[config.mk]
export PLATFORM = sky130hd
export DESIGN_NAME = sr_latch_ctrl_flat
export DESIGN_NICKNAME = d
export VERILOG_FILES = /design/src/rtl/sr_latch_ctrl_if.sv /design/src/rtl/sr_latch_ctrl.sv /design/src/flat_wrapper.sv
export SDC_FILE = /design/constraint.sdc
export NUM_CORES = 1
export LEC_CHECK = 0
export BUFFER_PORTS_ARGS = -buffer_cell sky130_fd_sc_hd__buf_2
export CAP_MARGIN = 20
export CORE_MARGIN = 2
export CORE_UTILIZATION = 40
export CTS_CLUSTER_DIAMETER = 150
export CTS_CLUSTER_SIZE = 12
export DETAILED_ROUTE_END_ITERATION = 8
export MAX_ROUTING_LAYER = met4
export SYNTH_ARGS = -nofsm -noshare
export SYNTH_HDL_FRONTEND = slang
export SYNTH_SLANG_ARGS = --single-unit
[constraint.sdc]
create_clock -name clk -period 2.65 [get_ports clk]
set_clock_uncertainty 0.2 [all_clocks]
set_input_delay 0.53 -clock clk [delete_from_list [all_inputs] [get_ports clk]]
set_output_delay 0.53 -clock clk [all_outputs]
set_load 0.02 [all_outputs]
[src/rtl/sr_latch_ctrl_if.sv]
// Signal bundle between the SR latch controller, its two requesters and the shared latch.
// The master side is the environment; the slave side is the controller.
interface sr_latch_ctrl_if;
    logic [1:0] req;
    logic [1:0] op;
    logic       q;
    logic       qb;
    logic       s;
    logic       r;
    logic [1:0] ack;
    logic       err;
    logic       busy;

    modport master (
        output req, op, q, qb,
        input  s, r, ack, err, busy
    );

    modport slave (
        input  req, op, q, qb,
        output s, r, ack, err, busy
    );
endinterface

[src/rtl/sr_latch_ctrl.sv]
// Arbitrates two requesters onto one shared SR latch: pulses s or r for PW cycles, waits up
// to TMO cycles for q/qb to settle, then acknowledges the requester with an error flag.
module sr_latch_ctrl #(
    parameter int unsigned PW  = 4,
    parameter int unsigned TMO = 8
) (
    input logic            clk,
    input logic            rst,
    sr_latch_ctrl_if.slave bus
);

    typedef enum logic [1:0] {StIdle, StPulse, StSettle, StAck} state_e;

    localparam logic [3:0] PwLast  = 4'(PW - 1);
    localparam logic [3:0] TmoLast = 4'(TMO - 1);

    state_e     state_q, state_d;
    logic       ptr_q, ptr_d;
    logic       gnt_q, gnt_d;
    logic       op_q, op_d;
    logic [3:0] cnt_q, cnt_d;
    logic       s_q, s_d;
    logic       r_q, r_d;
    logic [1:0] ack_q, ack_d;
    logic       err_q, err_d;
    logic       busy_q, busy_d;
    logic       win;
    logic       target;
    logic       matched;
    logic       timeout;

    // A lone request wins outright; with both pending the pointer names the winner.
    assign win     = bus.req[1] & (~bus.req[0] | ptr_q);
    assign target  = (state_q == StIdle) ? bus.op[win] : op_q;
    // Both rails must agree, so a forbidden q == qb state never counts as settled.
    assign matched = (bus.q == target) && (bus.qb != target);

    always_comb begin
        state_d = state_q;
        ptr_d   = ptr_q;
        gnt_d   = gnt_q;
        op_d    = op_q;
        cnt_d   = cnt_q;
        timeout = 1'b0;
        unique case (state_q)
            StIdle: begin
                if (bus.req != 2'b00) begin
                    gnt_d   = win;
                    op_d    = bus.op[win];
                    ptr_d   = ~win;
                    cnt_d   = 4'd0;
                    state_d = matched ? StAck : StPulse;
                end
            end
            StPulse: begin
                if (cnt_q == PwLast) begin
                    cnt_d   = 4'd0;
                    state_d = StSettle;
                end else begin
                    cnt_d = cnt_q + 4'd1;
                end
            end
            StSettle: begin
                if (matched) begin
                    state_d = StAck;
                end else if (cnt_q == TmoLast) begin
                    timeout = 1'b1;
                    state_d = StAck;
                end else begin
                    cnt_d = cnt_q + 4'd1;
                end
            end
            StAck: begin
                state_d = StIdle;
            end
            default: begin
                state_d = StIdle;
            end
        endcase
    end

    // Outputs are decoded from the next state so they are registered alongside it.
    always_comb begin
        s_d    = (state_d == StPulse) && op_d;
        r_d    = (state_d == StPulse) && !op_d;
        ack_d  = 2'b00;
        err_d  = 1'b0;
        busy_d = (state_d != StIdle);
        if (state_d == StAck) begin
            ack_d = gnt_d ? 2'b10 : 2'b01;
            err_d = timeout;
        end
    end

    always_ff @(posedge clk or posedge rst) begin
        if (rst) begin
            state_q <= StIdle;
            ptr_q   <= 1'b0;
            gnt_q   <= 1'b0;
            op_q    <= 1'b0;
            cnt_q   <= 4'd0;
            s_q     <= 1'b0;
            r_q     <= 1'b0;
            ack_q   <= 2'b00;
            err_q   <= 1'b0;
            busy_q  <= 1'b0;
        end else begin
            state_q <= state_d;
            ptr_q   <= ptr_d;
            gnt_q   <= gnt_d;
            op_q    <= op_d;
            cnt_q   <= cnt_d;
            s_q     <= s_d;
            r_q     <= r_d;
            ack_q   <= ack_d;
            err_q   <= err_d;
            busy_q  <= busy_d;
        end
    end

    assign bus.s    = s_q;
    assign bus.r    = r_q;
    assign bus.ack  = ack_q;
    assign bus.err  = err_q;
    assign bus.busy = busy_q;

endmodule

[src/flat_wrapper.sv]
// flat-port wrapper written by rule: the top's interface ports become plain ports
module sr_latch_ctrl_flat 
#(
    parameter int unsigned PW  = 4,
    parameter int unsigned TMO = 8
)
  (clk, rst, bus_req, bus_op, bus_q, bus_qb, bus_s, bus_r, bus_ack, bus_err, bus_busy);
  sr_latch_ctrl_if bus_i ();
  input logic clk;
  input logic rst;
  input wire logic [$bits(bus_i.req)-1:0] bus_req;
  input wire logic [$bits(bus_i.op)-1:0] bus_op;
  input wire logic [$bits(bus_i.q)-1:0] bus_q;
  input wire logic [$bits(bus_i.qb)-1:0] bus_qb;
  output wire logic [$bits(bus_i.s)-1:0] bus_s;
  output wire logic [$bits(bus_i.r)-1:0] bus_r;
  output wire logic [$bits(bus_i.ack)-1:0] bus_ack;
  output wire logic [$bits(bus_i.err)-1:0] bus_err;
  output wire logic [$bits(bus_i.busy)-1:0] bus_busy;
  assign bus_i.req = bus_req;
  assign bus_i.op = bus_op;
  assign bus_i.q = bus_q;
  assign bus_i.qb = bus_qb;
  assign bus_s = bus_i.s;
  assign bus_r = bus_i.r;
  assign bus_ack = bus_i.ack;
  assign bus_err = bus_i.err;
  assign bus_busy = bus_i.busy;
  sr_latch_ctrl #(.PW(PW), .TMO(TMO)) u_core (.clk(clk), .rst(rst), .bus(bus_i));
endmodule
==> flow_metrics.py, run 1 <==
metrics = {
    "detailed_routing": {
        "wl_met1_um": 932,
        "antenna_left": 0,
        "drtIter0Drc": 7,
        "detail_route.wl_per_cell_um": 13.5,
        "met3_length_um": 37,
        "top_layer": "met4",
        "first_pass_iters": 4,
        "vias": 686,
        "via_per_inst": 5.16,
        "dr_wl_met2_um": 813,
        "drc": 0,
        "routed_wl_mm": 1.80,
    },
    "power_and_ir_drop": {
        "power_switching_mw": 0.510,
        "p_comb_frac": 0.584,
        "internal_power_mw": 0.665,
        "ir_drop_uv": 570,
        "powerDensity_mw_per_mm2": 1170,
        "seq_power_share": 0.309,
        "swShare": 0.434,
        "p_leak_nw": 0.496,
        "p_clk_frac": 0.108,
    },
    "layout": {
        "fillers": 208,
        "multi_input_area_um2": 439,
        "drive_gt1_frac": 0.274,
        "design_area_mm2": 0.00101,
        "utilization": 0.504,
        "area_delta_synth_final_pct": 16.8,
        "nets": 121,
        "seq_area_um2": 375,
        "n_antenna_cell": 0,
    },
    "timing": {
        "hold_violations": 0,
        "rsz0062_at_grt": "false",
        "setup_viol": 0,
        "holdWs_ns": 0.0817,
        "finalCriticalPeriod_ns": 2.46,
        "relSlewSlack": 0.629,
        "fmax_mhz": 407,
        "tightest_slew_ns": 0.556,
        "tns_ns": 0,
        "period_share": 0.927,
        "finalMaxSlewViolations": 0,
    },
    "min_path": {
        "hold_path.class": "in2async",
    },
    "worst_setup_path": {
        "worst_setup_path_end_kind": "flop",
        "reg2reg_slack_ns": 0.19,
        "cp.required_ns": 2.62,
        "path_depth": 8,
        "r2r_cells": 8,
        "r2r_end": "u_core.cnt_q[0]$_DFFE_PP0P_",
        "r2r-start": "u_core.state_q[1]$_DFF_PP0_",
        "path_buf_inv": 2,
        "path_delay_family": "multiplexers",
        "max_stage_delay_ns": 0.44,
        "cp_max_fo": 7,
        "cp-start-kind": "flop",
        "worstSetupPathType": "reg2reg",
        "cp_slowest_cell": "dfrtp_1",
        "critPathArrivalTime_ns": 2.42,
        "worstPathCellList": "inv_1, ha_1, inv_2, a31o_1, o22ai_2, mux2i_2, a211o_1, mux2_4",
    },
    "synthesis": {
        "ys_top_cells_by_area": "dfrtp_1 (43%), ha_1 (8.7%), inv_1 (4.8%)",
        "ys_warn_count": 0,
        "yosysMostFrequentCell": "dfrtp_1",
        "async_flop_share": 1.00,
        "syn_area_um2": 863,
        "synth_edf_count": 0,
        "ys_ff_latch": 15,
        "synth_nets": 101,
        "ys_types": 37,
        "yosysTopAreaCell": "dfrtp_1",
        "seq_area_frac_synth": 0.435,
        "netlist_top_cells_count": "dfrtp_1 (15), inv_1 (11), ha_1 (6), nand2_1 (5)",
        "synthFlopType": "dfrtp_1",
        "syn_avg_cell_area_um2": 9.92,
        "synth_top_area_frac": 0.435,
        "syn_inst": 87,
    },
    "global_routing": {
        "overflow": 0,
        "antenna_found_initial": 0,
        "grt_pass1_vias": 694,
        "grt_max_degree": 16,
        "grt.total_usage": 0.161,
        "grt_pass1_wl_mm": 2.99,
    },
    "cts": {
        "cts_root_buf": "clkbuf_4",
        "clock_sinks": 15,
        "clk_path_buf_depth": 2,
        "clkLatencyLatePin_ns": 0.28,
        "cts_tree": "yes",
        "cts_buffers": 3,
        "ctsResizeCount": 0,
        "clk_pin_slew_ns": 0.09,
        "postCtsSetupRepairBufs": 0,
        "hold_buffers": 0,
        "htree_levels": 1,
    },
    "place": {
        "placed_cell_area_um2": 981,
        "routabilityCongestion": 0.783,
        "port_buffers": 13,
        "dp_hpwl_mm": 1.36,
    },
    "die": {
        "initial_core_util": 0.431,
        "die_h_um": 50.5,
        "row_count": 16,
        "fp.coreArea_mm2": 0.00200,
        "design.die.area_mm2": 0.00255,
        "pin_count": 14,
        "die_x_um": 50.5,
    },
    "outcome": {
        "status": "completed",
    },
    "flow_run": {
        "cap_viol_max_count": 0,
    },
}
## metal layers
metal  track usage  up-vias
met5             -        -
met3        0.0268        2
li1              -      353
met4        0.0766        0
met1         0.216      324
met2         0.237        7
## cells in the final DEF, fill, tap and decap left out, types with 2 or more instances in the layout
cell / synthesis / final
a211oi_1: 2 / 2
o21ai_0: 2 / 2
nor3_1: 3 / 3
ha_1: 6 / 6
nor2_1: 4 / 4
a21oi_1: 2 / 2
mux2_4: 2 / 2
or2_2: 2 / 2
a31oi_1: 2 / 2
nand2_1: 5 / 5
a22oi_1: 2 / 2
clkbuf_4: 0 / 3
buf_2: 0 / 13
dfrtp_1: 15 / 15
nand2b_1: 4 / 4
buf_4: 0 / 3
nand3_1: 2 / 2
inv_1: 11 / 11
nor3b_1: 2 / 2
## registers in the layout, indices dropped and copies added, names as in the netlist
register	flops
u_core.bus.ack	2
u_core.cnt_q	4
u_core.ptr_q	1
u_core.state_q	2
u_core.op_q	1
u_core.bus.busy	1
u_core.bus.s	1
u_core.gnt_q	1
u_core.bus.r	1
u_core.bus.err	1
## cell type report
class | instances | area share
Sequential cell | 15 | 0.372
Clock inverter | 1 | 0.00496
Clock buffer | 3 | 0.0223
Multi-Input combinational cell | 59 | 0.435
Tap cell | 27 | 0.0335
Timing Repair Buffer | 16 | 0.0868
Inverter | 12 | 0.0447
## worst max-delay path by stage
stage                                             end                        start  slack [ns]
after floorplan           u_core.cnt_q[0]$_DFFE_PP0P_  u_core.state_q[0]$_DFF_PP0_        0.30
after global placement    u_core.cnt_q[1]$_DFFE_PP0P_                   bus_req[0]        0.25
after detailed placement  u_core.cnt_q[1]$_DFFE_PP0P_                   bus_req[0]        0.21
after CTS                 u_core.cnt_q[0]$_DFFE_PP0P_  u_core.state_q[1]$_DFF_PP0_        0.22
after global routing      u_core.cnt_q[0]$_DFFE_PP0P_  u_core.state_q[1]$_DFF_PP0_        0.09
final                     u_core.cnt_q[0]$_DFFE_PP0P_  u_core.state_q[1]$_DFF_PP0_        0.19
## through the flow
step	worst slack (ns)	power [mW]	instances
after floorplan	0.300	0.852	87
after global placement	0.253	1.03	129
after detailed placement	0.209	1.04	129
after CTS	0.220	1.18	133
after global routing	0.0867	1.28	133
final	0.194	1.18	133
## worst reg2reg max path, stage by stage, from the launching register on
cell and delay [ns]:
dfrtp_1 0.44, inv_1 0.13, ha_1 0.20, inv_2 0.04
a31o_1 0.20, o22ai_2 0.12, mux2i_2 0.41, a211o_1 0.29
mux2_4 0.32
## cell families (layout without fill, tap and decap cells)
logic type                 Yosys count  after routing  synth area share
muxes                                3              3            0.0507
adders and majority gates            6              6            0.0870
AOI/OAI and AO/OA                   23             23             0.200
DFF                                 15             15             0.435
buffers and inverters               13             32            0.0565
and+or+nand+nor                     27             27             0.171
## power by group through the flow
stage,sequential [mW],combinational [mW],clock (mW)
global placement,0.362,0.673,0
floorplan,0.391,0.462,0
finish,0.363,0.686,0.127
CTS,0.360,0.686,0.131
detailed placement,0.363,0.681,0
global route,0.373,0.765,0.142
No activity file was read; power rests on OpenSTA's default activity.
==> inputs of run 2 (changes only) <==
- ABC_AREA: unset -> 1
==> run 2 against run 1 <==
Global-route usage fell by 1.6 points; critical endpoint is now u_core.cnt_q[1]$_DFFE_PP0P_; maximum frequency rose by 29%; sequential power fell by 5%; hold slack got worse by 0.0076 ns; highest routed layer unchanged; register-to-register slack improved by 0.55 ns; sequential share of layout area fell by 0.55 points; power fell by 12%.
==> flow_metrics.py, run 2 <==
metrics = {
    "outcome": {
        "status": "completed",
    },
    "global_routing": {
        "grt_max_degree": 16,
        "overflow": 0,
        "grt.total_usage": 0.145,
        "grt_pass1_vias": 663,
        "grt_pass1_wl_mm": 2.66,
        "antenna_found_initial": 0,
    },
    "cts": {
        "cts_tree": "yes",
        "clk_path_buf_depth": 2,
        "htree_levels": 1,
        "hold_buffers": 0,
        "cts_buffers": 3,
        "clock_sinks": 15,
        "clkLatencyLatePin_ns": 0.28,
        "ctsResizeCount": 0,
        "cts_root_buf": "clkbuf_4",
        "postCtsSetupRepairBufs": 0,
        "clk_pin_slew_ns": 0.09,
    },
    "timing": {
        "setup_viol": 0,
        "relSlewSlack": 0.635,
        "fmax_mhz": 525,
        "tightest_slew_ns": 0.547,
        "rsz0062_at_grt": "false",
        "period_share": 0.719,
        "finalCriticalPeriod_ns": 1.91,
        "tns_ns": 0,
        "hold_violations": 0,
        "holdWs_ns": 0.0742,
        "finalMaxSlewViolations": 0,
    },
    "detailed_routing": {
        "drtIter0Drc": 10,
        "drc": 0,
        "detail_route.wl_per_cell_um": 10.1,
        "routed_wl_mm": 1.59,
        "vias": 702,
        "via_per_inst": 4.47,
        "first_pass_iters": 4,
        "antenna_left": 0,
    },
    "power_and_ir_drop": {
        "ir_drop_uv": 437,
        "powerDensity_mw_per_mm2": 1010,
        "power_switching_mw": 0.476,
        "internal_power_mw": 0.562,
        "p_clk_frac": 0.122,
        "p_leak_nw": 0.554,
        "p_comb_frac": 0.546,
        "finalPower_mw": 1.04,
        "seq_power_share": 0.332,
        "swShare": 0.459,
    },
    "synthesis": {
        "async_flop_share": 1.00,
        "synth_edf_count": 0,
        "synth_nets": 126,
        "ys_ff_latch": 15,
        "ys_types": 22,
        "seq_area_frac_synth": 0.419,
        "syn_avg_cell_area_um2": 8.00,
        "synth_top_area_frac": 0.419,
        "yosysTopAreaCell": "dfrtp_1",
        "ys_top_cells_by_area": "dfrtp_1 (42%), ha_1 (8.4%), inv_1 (8.4%)",
        "syn_area_um2": 896,
        "netlist_top_cells_count": "inv_1 (20), nand2_1 (20), dfrtp_1 (15), nor2_1 (14), nand3_1 (9)",
        "synthFlopType": "dfrtp_1",
        "syn_inst": 112,
        "ys_warn_count": 0,
    },
    "place": {
        "routabilityCongestion": 0.754,
        "port_buffers": 13,
        "dp_hpwl_mm": 1.31,
        "placed_cell_area_um2": 996,
    },
    "layout": {
        "seq_area_um2": 375,
        "n_antenna_cell": 0,
        "area_delta_synth_final_pct": 14.2,
        "design_area_mm2": 0.00102,
        "fillers": 216,
        "regMostFlops": "u_core.cnt_q",
        "layout_common_cells": "inv_1 (20), nand2_1 (20), dfrtp_1 (15)",
        "largest_register_ffs": 4,
        "multi_input_area_um2": 442,
        "drive_gt1_frac": 0.256,
        "utilization": 0.472,
        "nets": 144,
    },
    "worst_setup_path": {
        "cp_max_fo": 7,
        "cp_slowest_cell": "dfrtp_1",
        "cp.required_ns": 2.62,
        "worstSetupPathType": "reg2reg",
        "cp-start-kind": "flop",
        "worstPathCellList": "inv_1, ha_1, inv_1, nand2_1, nand3_2, nand2_1, nand2_2, nand2_2, inv_1, nand3_1, nand2_1",
        "worst_setup_path_end_kind": "flop",
        "max_stage_delay_ns": 0.42,
        "r2r-start": "u_core.state_q[1]$_DFF_PP0_",
        "critPathArrivalTime_ns": 1.88,
        "cp-startpoint": "u_core.state_q[1]$_DFF_PP0_",
    },
    "die": {
        "fp.coreArea_mm2": 0.00217,
        "die_x_um": 51.3,
        "row_count": 17,
        "design.die.area_mm2": 0.00263,
        "die_h_um": 51.3,
        "pin_count": 14,
        "initial_core_util": 0.413,
    },
    "min_path": {
        "hold_path.class": "in2async",
    },
    "flow_run": {
        "cap_viol_max_count": 0,
    },
}
run 2: cell count changes after synthesis, sizes merged, moves of 2 or more:
cell    before  now
a21oi        2    6
a22oi        2    0
a31oi        2    0
inv         12   21
mux2         2    0
nand2        5   27
nand2b       4    0
nand3        2   11
nor2         4   15
nor3b        2    0
o21ai        3    5
o22ai        2    0
run 2: final timing paths:
path	to	slack (ns)	cells after the start
max	u_core.cnt_q[1]$_DFFE_PP0P_	0.74	11
min	u_core.bus.ack[1]$_DFF_PP0_	0.07	2
max reg2reg	u_core.cnt_q[1]$_DFFE_PP0P_	0.74	11
min reg2reg	u_core.cnt_q[1]$_DFFE_PP0P_	0.33	2
max in group asynchronous	u_core.cnt_q[1]$_DFFE_PP0P_	1.81	2
min in group clk	u_core.cnt_q[1]$_DFFE_PP0P_	0.33	2
run 2: routing by layer:
layer / GRT usage / routed length, µm / part of all wire / vias to the layer above
met3: 0.0526 / 53 / 0.033 / 2
met1: 0.156 / 709 / 0.45 / 311
li1: - / - / - / 380
met5: - / 0 / 0 / -
met2: 0.251 / 813 / 0.51 / 9
met4: 0.0395 / 12 / 0.0076 / 0
run 2: power groups by stage:
stage / registers, mW / clock network (mW) / logic, mW
detailed placement: 0.351 / 0 / 0.574
finish: 0.345 / 0.126 / 0.567
floorplan: 0.383 / 0 / 0.414
CTS: 0.347 / 0.133 / 0.577
global route: 0.356 / 0.145 / 0.648
global placement: 0.350 / 0 / 0.565
run 2: worst max-delay path, delay by kind of cell (launching register included):
family	cells	cell delay [ns]
adder cells (fa/ha/maj)	1	0.26
AND/OR/NAND/NOR	7	0.58
buffers and inverters	3	0.32
flip-flops	1	0.42
run 2: through the flow:
| stage | setup slack (ns) | std cells |
|---|---|---|
| after floorplan | 0.895 | 112 |
| after global placement | 0.729 | 153 |
| after detailed placement | 0.731 | 153 |
| after CTS | 0.716 | 157 |
| after global routing | 0.502 | 157 |
| final | 0.744 | 157 |
run 2: area by class of cell:
cell class                      instances  area share
Tap cell                               28      0.0342
Multi-Input combinational cell         76       0.432
Timing Repair Buffer                   13      0.0636
Clock buffer                            3      0.0220
Clock inverter                          1     0.00489
Inverter                               21      0.0770
Sequential cell                        15       0.367
run 2: logic make-up after synthesis:
logic type | after synthesis | synth area share
flip-flops | 15 | 0.419
buffers and inverters | 21 | 0.0880
XOR/XNOR | 1 | 0.00978
AO/OA/AOI/OAI | 12 | 0.0908
AND/OR/NAND/NOR | 57 | 0.309
adder cells (fa/ha/maj) | 6 | 0.0838
